$ cat src/rtl/multicycle_control.sv
// Purpose : Moore control FSM for the multicycle MIPS datapath (R-type, lw, sw, beq, j, addi).
// Latency : one state per clock; FETCH-to-FETCH lw 5, sw/R-type/addi 4, beq/j 3 cycles.
// Backpr. : none; no stall input, the FSM advances every clock until it parks in ILLEGAL.
//
// Ports:
//   clk, reset          rising-edge clock, asynchronous active-high reset
//   Opcode, Funct       instruction fields from the IR, sampled at the DECODE edge
//   zero, overflow      ALU flags; zero feeds PCEn, overflow is latched in EXEC/ADDIEX
//   RegDst..PCSource    datapath enables and mux selects, decoded from the state register
//   PCEn                PCWrite | (PCWriteCond & zero)
//   ovf_trap            write-back cycle whose register write was suppressed by overflow
//   illegal_op          high while parked in ILLEGAL
//   state               current state, for debug
module multicycle_control (
   input  logic       clk,
   input  logic       reset,
   input  logic [5:0] Opcode,
   input  logic [5:0] Funct,
   input  logic       zero,
   input  logic       overflow,
   output logic       RegDst,
   output logic       MemRead,
   output logic       MemWrite,
   output logic       MemToReg,
   output logic       ALUSrc,
   output logic       RegWrite,
   output logic [3:0] ALUControl_Signal,
   output logic       IRWrite,
   output logic       IorD,
   output logic       ALUSrcA,
   output logic [1:0] ALUSrcB,
   output logic [1:0] PCSource,
   output logic       PCEn,
   output logic       ovf_trap,
   output logic       illegal_op,
   output logic [3:0] state
);

   typedef enum logic [3:0] {
      FETCH   = 4'd0,
      DECODE  = 4'd1,
      MEMADR  = 4'd2,
      MEMRD   = 4'd3,
      MEMWB   = 4'd4,
      MEMWR   = 4'd5,
      EXEC    = 4'd6,
      RWB     = 4'd7,
      BRANCH  = 4'd8,
      JUMP    = 4'd9,
      ADDIEX  = 4'd10,
      ADDIWB  = 4'd11,
      ILLEGAL = 4'd15
   } state_t;

   localparam logic [5:0] OP_RTYPE = 6'b000000;
   localparam logic [5:0] OP_LW    = 6'b100011;
   localparam logic [5:0] OP_SW    = 6'b101011;
   localparam logic [5:0] OP_BEQ   = 6'b000100;
   localparam logic [5:0] OP_J     = 6'b000010;
   localparam logic [5:0] OP_ADDI  = 6'b001000;

   localparam logic [5:0] FN_ADD = 6'b100000;
   localparam logic [5:0] FN_SUB = 6'b100010;
   localparam logic [5:0] FN_AND = 6'b100100;
   localparam logic [5:0] FN_OR  = 6'b100101;
   localparam logic [5:0] FN_SLT = 6'b101010;
   localparam logic [5:0] FN_NOR = 6'b100111;

   localparam logic [3:0] ALU_AND = 4'b0000;
   localparam logic [3:0] ALU_OR  = 4'b0001;
   localparam logic [3:0] ALU_ADD = 4'b0010;
   localparam logic [3:0] ALU_SUB = 4'b0110;
   localparam logic [3:0] ALU_SLT = 4'b0111;
   localparam logic [3:0] ALU_NOR = 4'b1100;

   state_t     cur;
   logic       ovf_q;      // overflow seen in the execute step of add/sub/addi
   logic       is_lw_q;    // lw vs sw, captured at DECODE so MEMADR needs no live Opcode
   logic       addsub_q;   // R-type funct is add or sub (the only ones that trap)
   logic [3:0] alu_q;      // EXEC ALU code, captured at DECODE from Funct

   logic       funct_ok;
   logic       funct_addsub;
   logic [3:0] funct_alu;
   logic       pc_write;
   logic       pc_write_cond;

   // R-type funct table
   always_comb begin
      funct_ok  = 1'b1;
      funct_alu = ALU_ADD;
      case (Funct)
         FN_ADD:  funct_alu = ALU_ADD;
         FN_SUB:  funct_alu = ALU_SUB;
         FN_AND:  funct_alu = ALU_AND;
         FN_OR:   funct_alu = ALU_OR;
         FN_SLT:  funct_alu = ALU_SLT;
         FN_NOR:  funct_alu = ALU_NOR;
         default: funct_ok  = 1'b0;
      endcase
      funct_addsub = (Funct == FN_ADD) || (Funct == FN_SUB);
   end

   // State register plus the few flags the later steps need
   always_ff @(posedge clk or posedge reset) begin
      if (reset) begin
         cur      <= FETCH;
         ovf_q    <= 1'b0;
         is_lw_q  <= 1'b0;
         addsub_q <= 1'b0;
         alu_q    <= ALU_ADD;
      end else begin
         case (cur)
            FETCH: begin
               cur <= DECODE;
            end
            DECODE: begin
               is_lw_q  <= (Opcode == OP_LW);
               addsub_q <= funct_addsub;
               alu_q    <= funct_alu;
               case (Opcode)
                  OP_LW, OP_SW: cur <= MEMADR;
                  OP_RTYPE:     cur <= funct_ok ? EXEC : ILLEGAL;
                  OP_BEQ:       cur <= BRANCH;
                  OP_J:         cur <= JUMP;
                  OP_ADDI:      cur <= ADDIEX;
                  default:      cur <= ILLEGAL;
               endcase
            end
            MEMADR: begin
               cur <= is_lw_q ? MEMRD : MEMWR;
            end
            MEMRD: begin
               cur <= MEMWB;
            end
            EXEC: begin
               // and/or/slt/nor never trap, so their overflow is ignored
               ovf_q <= overflow & addsub_q;
               cur   <= RWB;
            end
            ADDIEX: begin
               ovf_q <= overflow;
               cur   <= ADDIWB;
            end
            ILLEGAL: begin
               cur <= ILLEGAL;   // parked until reset
            end
            MEMWB, MEMWR, RWB, BRANCH, JUMP, ADDIWB: begin
               cur   <= FETCH;
               ovf_q <= 1'b0;
            end
            default: begin
               // encodings 12-14 are unreachable; recover cleanly if one appears
               cur   <= FETCH;
               ovf_q <= 1'b0;
            end
         endcase
      end
   end

   // Output decode. Reset gates everything so strobes drop asynchronously,
   // even though the state register already reads FETCH during reset.
   always_comb begin
      RegDst            = 1'b0;
      MemRead           = 1'b0;
      MemWrite          = 1'b0;
      MemToReg          = 1'b0;
      RegWrite          = 1'b0;
      ALUControl_Signal = ALU_ADD;
      IRWrite           = 1'b0;
      IorD              = 1'b0;
      ALUSrcA           = 1'b0;
      ALUSrcB           = 2'b00;
      PCSource          = 2'b00;
      pc_write          = 1'b0;
      pc_write_cond     = 1'b0;
      ovf_trap          = 1'b0;
      illegal_op        = 1'b0;
      if (!reset) begin
         case (cur)
            FETCH: begin
               MemRead  = 1'b1;
               IRWrite  = 1'b1;
               pc_write = 1'b1;
               ALUSrcB  = 2'b01;
               PCSource = 2'b00;
            end
            DECODE: begin
               ALUSrcB = 2'b11;   // precompute branch target into ALUOut
            end
            MEMADR: begin
               ALUSrcA = 1'b1;
               ALUSrcB = 2'b10;
            end
            MEMRD: begin
               MemRead = 1'b1;
               IorD    = 1'b1;
            end
            MEMWB: begin
               RegWrite = 1'b1;
               RegDst   = 1'b0;
               MemToReg = 1'b0;
            end
            MEMWR: begin
               MemWrite = 1'b1;
               IorD     = 1'b1;
            end
            EXEC: begin
               ALUSrcA           = 1'b1;
               ALUSrcB           = 2'b00;
               ALUControl_Signal = alu_q;
            end
            RWB: begin
               RegDst   = 1'b1;
               MemToReg = 1'b1;
               RegWrite = ~ovf_q;
               ovf_trap = ovf_q;
            end
            BRANCH: begin
               ALUSrcA           = 1'b1;
               ALUSrcB           = 2'b00;
               ALUControl_Signal = ALU_SUB;
               pc_write_cond     = 1'b1;
               PCSource          = 2'b01;
            end
            JUMP: begin
               pc_write = 1'b1;
               PCSource = 2'b10;
            end
            ADDIEX: begin
               ALUSrcA           = 1'b1;
               ALUSrcB           = 2'b10;
               ALUControl_Signal = ALU_ADD;
            end
            ADDIWB: begin
               RegDst   = 1'b0;
               MemToReg = 1'b1;
               RegWrite = ~ovf_q;
               ovf_trap = ovf_q;
            end
            ILLEGAL: begin
               illegal_op = 1'b1;
            end
            default: begin
               illegal_op = 1'b0;
            end
         endcase
      end
   end

   assign ALUSrc = (ALUSrcB == 2'b10);
   assign PCEn   = pc_write | (pc_write_cond & zero);
   assign state  = cur;

endmodule

$ cat config.mk
export PLATFORM = sky130hd
export DESIGN_NAME = multicycle_control
export DESIGN_NICKNAME = d
export VERILOG_FILES = /design/src/rtl/multicycle_control.sv
export SDC_FILE = /design/constraint.sdc
export NUM_CORES = 1
export LEC_CHECK = 0
export CORE_UTILIZATION = 30
export CTS_BUF_LIST = sky130_fd_sc_hd__clkbuf_8 sky130_fd_sc_hd__clkbuf_16
export CTS_CLUSTER_DIAMETER = 30
export CTS_CLUSTER_SIZE = 25
export DETAILED_ROUTE_END_ITERATION = 8
export PLACE_DENSITY = 0.68
export SLEW_MARGIN = 20
export SYNTH_ARGS = -nofsm -noshare
export SYNTH_HDL_FRONTEND = slang
export SYNTH_SLANG_ARGS = --single-unit
$ cat constraint.sdc
create_clock -name clk -period 3.9 [get_ports clk]
set_input_delay 0.975 -clock clk [delete_from_list [all_inputs] [get_ports clk]]
set_output_delay 0.975 -clock clk [all_outputs]
set_load 0.02 [all_outputs]
; Word level (Yosys, flattened, before mapping)
; Index checks and enable logic that the tools add are counted.
; W data, S select, Z words.
[op_classes]
eq_ne = 24
n_mux = 37
n_bitwise = 4
n_reduce_logical = 12
[op_table]
columns = cell, count
row1 = $eq A6 B6 Y1 const B, 8
row2 = $pmux W4 S5, 2
row3 = $pmux W4 S7, 1
row4 = $mux W1, 24
row5 = $eq A4 B4 Y1 const B, 5
row6 = $eq A4 B3 Y1 const B, 4
row7 = $reduce_or A2 Y1, 6
row8 = $eq A4 B2 Y1 const B, 2
row9 = $mux W4, 2
row10 = $pmux W4 S2, 1
row11 = $eq A6 B2 Y1 const B, 1
row12 = $eq A6 B3 Y1 const B, 1
row13 = $eq A6 B4 Y1 const B, 1
row14 = $logic_not A6 Y1, 1
row15 = $pmux W2 S3, 1
row16 = $reduce_or A6 Y1, 1
row17 = $reduce_or A5 Y1, 1
row18 = $eq A4 B1 Y1 const B, 1
row19 = $logic_not A4 Y1, 1
row20 = $mux W2, 2
row21 = $pmux W2 S2, 1
row22 = $reduce_or A4 Y1, 1
row23 = $mux W3, 1
row24 = $pmux W1 S3, 1
row25 = other kinds (6), 7
[totals]
ff_bits = 11
input_bits = 16
wordCells = 82
output_inout_bits = 24

; Depth between registers and ports, before layout
[depth]
ltp_word = 6
ltp_mapped = 5
mapped_depth_nobuf = 4

; Worst setup path after synthesis
; No wires, ideal clock.
[synth_path]
path_type = input -> output
startpoint = in reset
endpoint = out PCEn
slack_ns = 0.520
path_buffers = 1
t_required_ns = 2.925
arrival_ns = 2.405
stages = 3
cell_sequence = or2_0 > clkbuf_1 > a2111oi_0
[synth_between]
elab_chain_cells = 3
word_cells_on_any_way = 4
cone_classes = mux (2) / bitwise (2)
[synth_lines]
columns = item, line_no
row1 = start: declaration, 16  ; input logic reset,
row2 = $mux W1, 179  ; if (!reset) begin
row3 = $and A1 B1 Y1, 252  ; assign PCEn = pc_write | (pc_write_cond & zero);
row4 = $or A1 B1 Y1 *, 252
row5 = end: declaration, 33  ; output logic PCEn,
; Every way passes the cells marked *; elsewhere a longest branch is shown, timed or not.

; Worst setup path in the final report
; Same ends and word-level chain as after synthesis.

==> run_summary.xml <==
<?xml version="1.0" encoding="UTF-8"?>
<metrics>
  <group name="sta">
    <metric name="worstMarginPinSlew" unit="ps">534</metric>
    <metric name="finalCriticalPeriod" unit="ps">3640</metric>
    <metric name="timing.final.hold_violations" unit="">0</metric>
    <metric name="post-route-period-util" unit="%">93.5</metric>
    <metric name="max-slew-margin-rel" unit="%">64.4</metric>
    <metric name="worst_hold_slack" unit="ps">466</metric>
    <metric name="rsz0062_at_grt" unit="">no</metric>
    <metric name="setup-violations-final" unit="">0</metric>
    <metric name="final_max_slew_viol_count" unit="">0</metric>
    <metric name="highest_attainable_clock_frequency" unit="MHz">274</metric>
    <metric name="clock_skew" unit="ps">0.975</metric>
    <metric name="fin_tns_setup" unit="ps">0</metric>
  </group>
  <group name="clocking">
    <metric name="ctsHtreeMaxLevel" unit="">1</metric>
    <metric name="cts_tree" unit="">done</metric>
    <metric name="clkSinkCount" unit="">11</metric>
    <metric name="worst_skew_pair.late_latency" unit="ps">230</metric>
    <metric name="post_cts.repair.setup_buffers" unit="">0</metric>
    <metric name="clock-root-buffer" unit="">sky130_fd_sc_hd__clkbuf_8</metric>
    <metric name="numCtsBuffers" unit="">3</metric>
    <metric name="clk_transition_reported_paths" unit="ps">50</metric>
    <metric name="post_cts_resized" unit="">0</metric>
    <metric name="cts_max_path_buffers" unit="">2</metric>
    <metric name="cts_hold_buffers" unit="">0</metric>
  </group>
  <group name="finish">
    <metric name="num-nets-final" unit="">186</metric>
    <metric name="antenna-diode-count" unit="">0</metric>
    <metric name="utilization_after_layout" unit="%">47.3</metric>
    <metric name="drive_gt1_share" unit="%">5.92</metric>
    <metric name="areaGrowthSynthToFinish" unit="%">50.1</metric>
    <metric name="multi_input_comb_area" unit="sq um">627</metric>
    <metric name="seqCellArea" unit="sq um">277</metric>
    <metric name="nFillCells" unit="">312</metric>
  </group>
  <group name="critical_path">
    <metric name="critical_path.most_common_cell" unit="">sky130_fd_sc_hd__clkdlybuf4s50_1</metric>
    <metric name="critical_path.max_stage_delay" unit="ps">670</metric>
    <metric name="setup.reg_to_reg.worst_slack" unit="ps">1830</metric>
    <metric name="regToRegStartpoint" unit="">state[2]$_DFF_PP0_</metric>
    <metric name="worst_setup_path_end_kind" unit="">output pin</metric>
    <metric name="crit_required" unit="ps">2920</metric>
    <metric name="worst-setup-path-type" unit="">in -&gt; out</metric>
    <metric name="cp_cell_sequence" unit="">clkdlybuf4s50_1, or2_0, a2111oi_0, clkdlybuf4s50_1</metric>
    <metric name="worstReg2RegEnd" unit="">state[0]$_DFF_PP0_</metric>
    <metric name="critical-path-slowest-cell" unit="">sky130_fd_sc_hd__clkdlybuf4s50_1</metric>
    <metric name="ff2ff_path_depth" unit="">4</metric>
    <metric name="worst-path-max-fanout" unit="">3</metric>
    <metric name="crit_path_start_kind" unit="">primary input</metric>
    <metric name="crit_arrival" unit="ps">2670</metric>
  </group>
  <group name="detailed_routing">
    <metric name="drt_wl_total" unit="mm">2.51</metric>
    <metric name="vias_after_detailed_routing" unit="">1101</metric>
    <metric name="wire_per_inst" unit="microns">11.8</metric>
    <metric name="detail_route.vias_per_cell" unit="">5.17</metric>
    <metric name="detailroute.wirelength.met3" unit="microns">154</metric>
    <metric name="drcViolationCount" unit="">0</metric>
    <metric name="met2_length" unit="mm">1.21</metric>
    <metric name="ant_nets" unit="">0</metric>
    <metric name="drtPass1Iterations" unit="">5</metric>
    <metric name="topRoutingLayerUsed" unit="">met4</metric>
    <metric name="dr.first_iter.drc_count" unit="">38</metric>
    <metric name="wirelength_met1" unit="mm">1.12</metric>
  </group>
  <group name="placed_design">
    <metric name="dp.final_hpwl" unit="mm">1.95</metric>
    <metric name="place_congestion" unit="">0.818</metric>
    <metric name="port_buffers" unit="">39</metric>
  </group>
  <group name="power_and_ir_drop">
    <metric name="pleak" unit="nW">0.543</metric>
    <metric name="power_density" unit="mW/mm^2">546</metric>
    <metric name="max-vdd-ir-drop" unit="V">0.000193</metric>
  </group>
  <group name="yosys">
    <metric name="syn-cell-area" unit="sq um">953</metric>
    <metric name="synthesis.area_per_instance" unit="sq um">7.22</metric>
    <metric name="synth.area.top_cells" unit="">sky130_fd_sc_hd__dfrtp_1, sky130_fd_sc_hd__nand2_1, sky130_fd_sc_hd__nor2_1</metric>
    <metric name="ys_seq_area_share" unit="%">29.0</metric>
    <metric name="post-synth-top-area-fraction" unit="%">26.2</metric>
    <metric name="netlist.top_cell.by_area" unit="">sky130_fd_sc_hd__dfrtp_1</metric>
    <metric name="post-synth-top-count-cell" unit="">sky130_fd_sc_hd__nand2_1</metric>
    <metric name="syn-instance-count" unit="">132</metric>
    <metric name="number_of_warning_messages_in_the_yosys_log" unit="">0</metric>
    <metric name="synth_top_cells_by_count" unit="">sky130_fd_sc_hd__nand2_1, sky130_fd_sc_hd__nor2_1, sky130_fd_sc_hd__dfrtp_1, sky130_fd_sc_hd__nor3_1, sky130_fd_sc_hd__clkbuf_1</metric>
    <metric name="share_of_flip_flops_with_an_asynchronous_set_or_reset" unit="%">100</metric>
    <metric name="netlist-cell-type-count" unit="">42</metric>
    <metric name="synth.net_count" unit="">148</metric>
    <metric name="ys.flop_type" unit="">sky130_fd_sc_hd__dfrtp_1</metric>
    <metric name="synth-seq-cells" unit="">11</metric>
    <metric name="synth_enable_flop_cells" unit="">0</metric>
  </group>
  <group name="global_route">
    <metric name="grt_remaining_overflow" unit="">0</metric>
    <metric name="tot_gr_track_use" unit="%">16.2</metric>
    <metric name="grt_max_degree" unit="">19</metric>
    <metric name="grt_pass1_wl" unit="mm">4.40</metric>
    <metric name="antenna_found_initial" unit="">0</metric>
    <metric name="grt_pass1_vias" unit="">1019</metric>
  </group>
  <group name="min_path">
    <metric name="class_of_the_most_critical_hold_timing_path" unit="">reg -&gt; reg</metric>
    <metric name="worst_hold_path.endpoint" unit="">alu_q[1]$_DFFE_PP1P_</metric>
    <metric name="min-delay-start" unit="">alu_q[1]$_DFFE_PP1P_</metric>
    <metric name="holdPathStages" unit="">2</metric>
  </group>
  <group name="floorplanning">
    <metric name="start_util" unit="%">31.5</metric>
    <metric name="core" unit="sq mm">0.00303</metric>
    <metric name="io_pins" unit="">40</metric>
    <metric name="die-height" unit="microns">58.4</metric>
    <metric name="chipWidth" unit="microns">58.4</metric>
    <metric name="die_area" unit="sq mm">0.00341</metric>
    <metric name="num_rows" unit="">20</metric>
  </group>
  <group name="run_status">
    <metric name="status" unit="">finished clean</metric>
  </group>
  <group name="run">
    <metric name="max-cap-violations" unit="">0</metric>
  </group>
</metrics>
==> cells by family after synthesis <==
kind of cell	share of synthesized area (%)
compound gates	20.2
xor+xnor	5.51
fa+ha+maj	1.05
buf+inv	5.25
flops	29.0
simple gates	39.0
==> cells in the final DEF (no fill, tap or decap), drive strengths merged, types with 2 or more instances in the layout <==
| master | n |
|---|---|
| or4 | 2 |
| o211ai | 2 |
| nand2b | 2 |
| nand3 | 6 |
| nand2 | 17 |
| xor2 | 2 |
| o31ai | 2 |
| o21ai | 8 |
| nor4 | 4 |
| and3 | 3 |
| inv | 5 |
| nor3 | 9 |
| and2 | 3 |
| a31oi | 2 |
| nor4b | 2 |
| a21oi | 6 |
| dfrtp | 10 |
| clkbuf | 3 |
| xnor2 | 4 |
| a2111oi | 2 |
| nor2 | 13 |
| buf | 3 |
| or2 | 2 |
| nand3b | 3 |
| nor2b | 3 |
| clkdlybuf4s50 | 39 |
==> through the flow <==
step                      std cells  power, mW  setup WS [ps]  area (sq um)
after floorplan                 132      0.502            520           953
after global placement          209      0.669            282          1390
after detailed placement        209      0.678            245          1390
after CTS                       213      0.789            235          1430
after global routing            213      0.853           77.6          1430
final                           213      0.782            255          1430
==> worst max path at each step <==
stage,from,end,slack (ps),depth (start not counted)
after floorplan,reset,PCEn,520,3
after CTS,reset,ALUControl_Signal[2],230,5
after global routing,reset,PCEn,80,4
after detailed placement,reset,ALUControl_Signal[2],250,5
final,reset,PCEn,260,4
after global placement,reset,ALUControl_Signal[2],280,5
==> power breakdown <==
part / switching, mW / internal [mW] / total, mW
combinational: 0.235 / 0.205 / 0.441
clock: 0.0387 / 0.0688 / 0.107
sequential: 0.0833 / 0.151 / 0.234
==> area by class of cell <==
type                            instances  share of cell area, %
Multi-Input combinational cell        108                   43.8
Timing Repair Buffer                   42                   28.8
Sequential cell                        11                   19.3
Tap cell                               44                   3.85
Clock buffer                            3                   2.88
Inverter                                4                   1.05
Clock inverter                          1                  0.262
==> state kept, by name, indices dropped and copies added, names as in the netlist <==
register / flops
addsub_q: 1
alu_q: 4
is_lw_q: 1
ovf_q: 1
state: 4
==> routing by layer <==
metal / vias to the layer above / track usage, %
li1: 551 / -
met1: 509 / 20.2
met2: 39 / 28.9
met3: 2 / 1.76
met4: 0 / 6.12
met5: - / 0
==> critical path, delay by kind of cell <==
| family | cells | cell delay, ps |
|---|---|---|
| simple gates | 1 | 250 |
| compound gates | 1 | 350 |
| buf+inv | 2 | 1090 |
(Power assumes the default switching activity.)
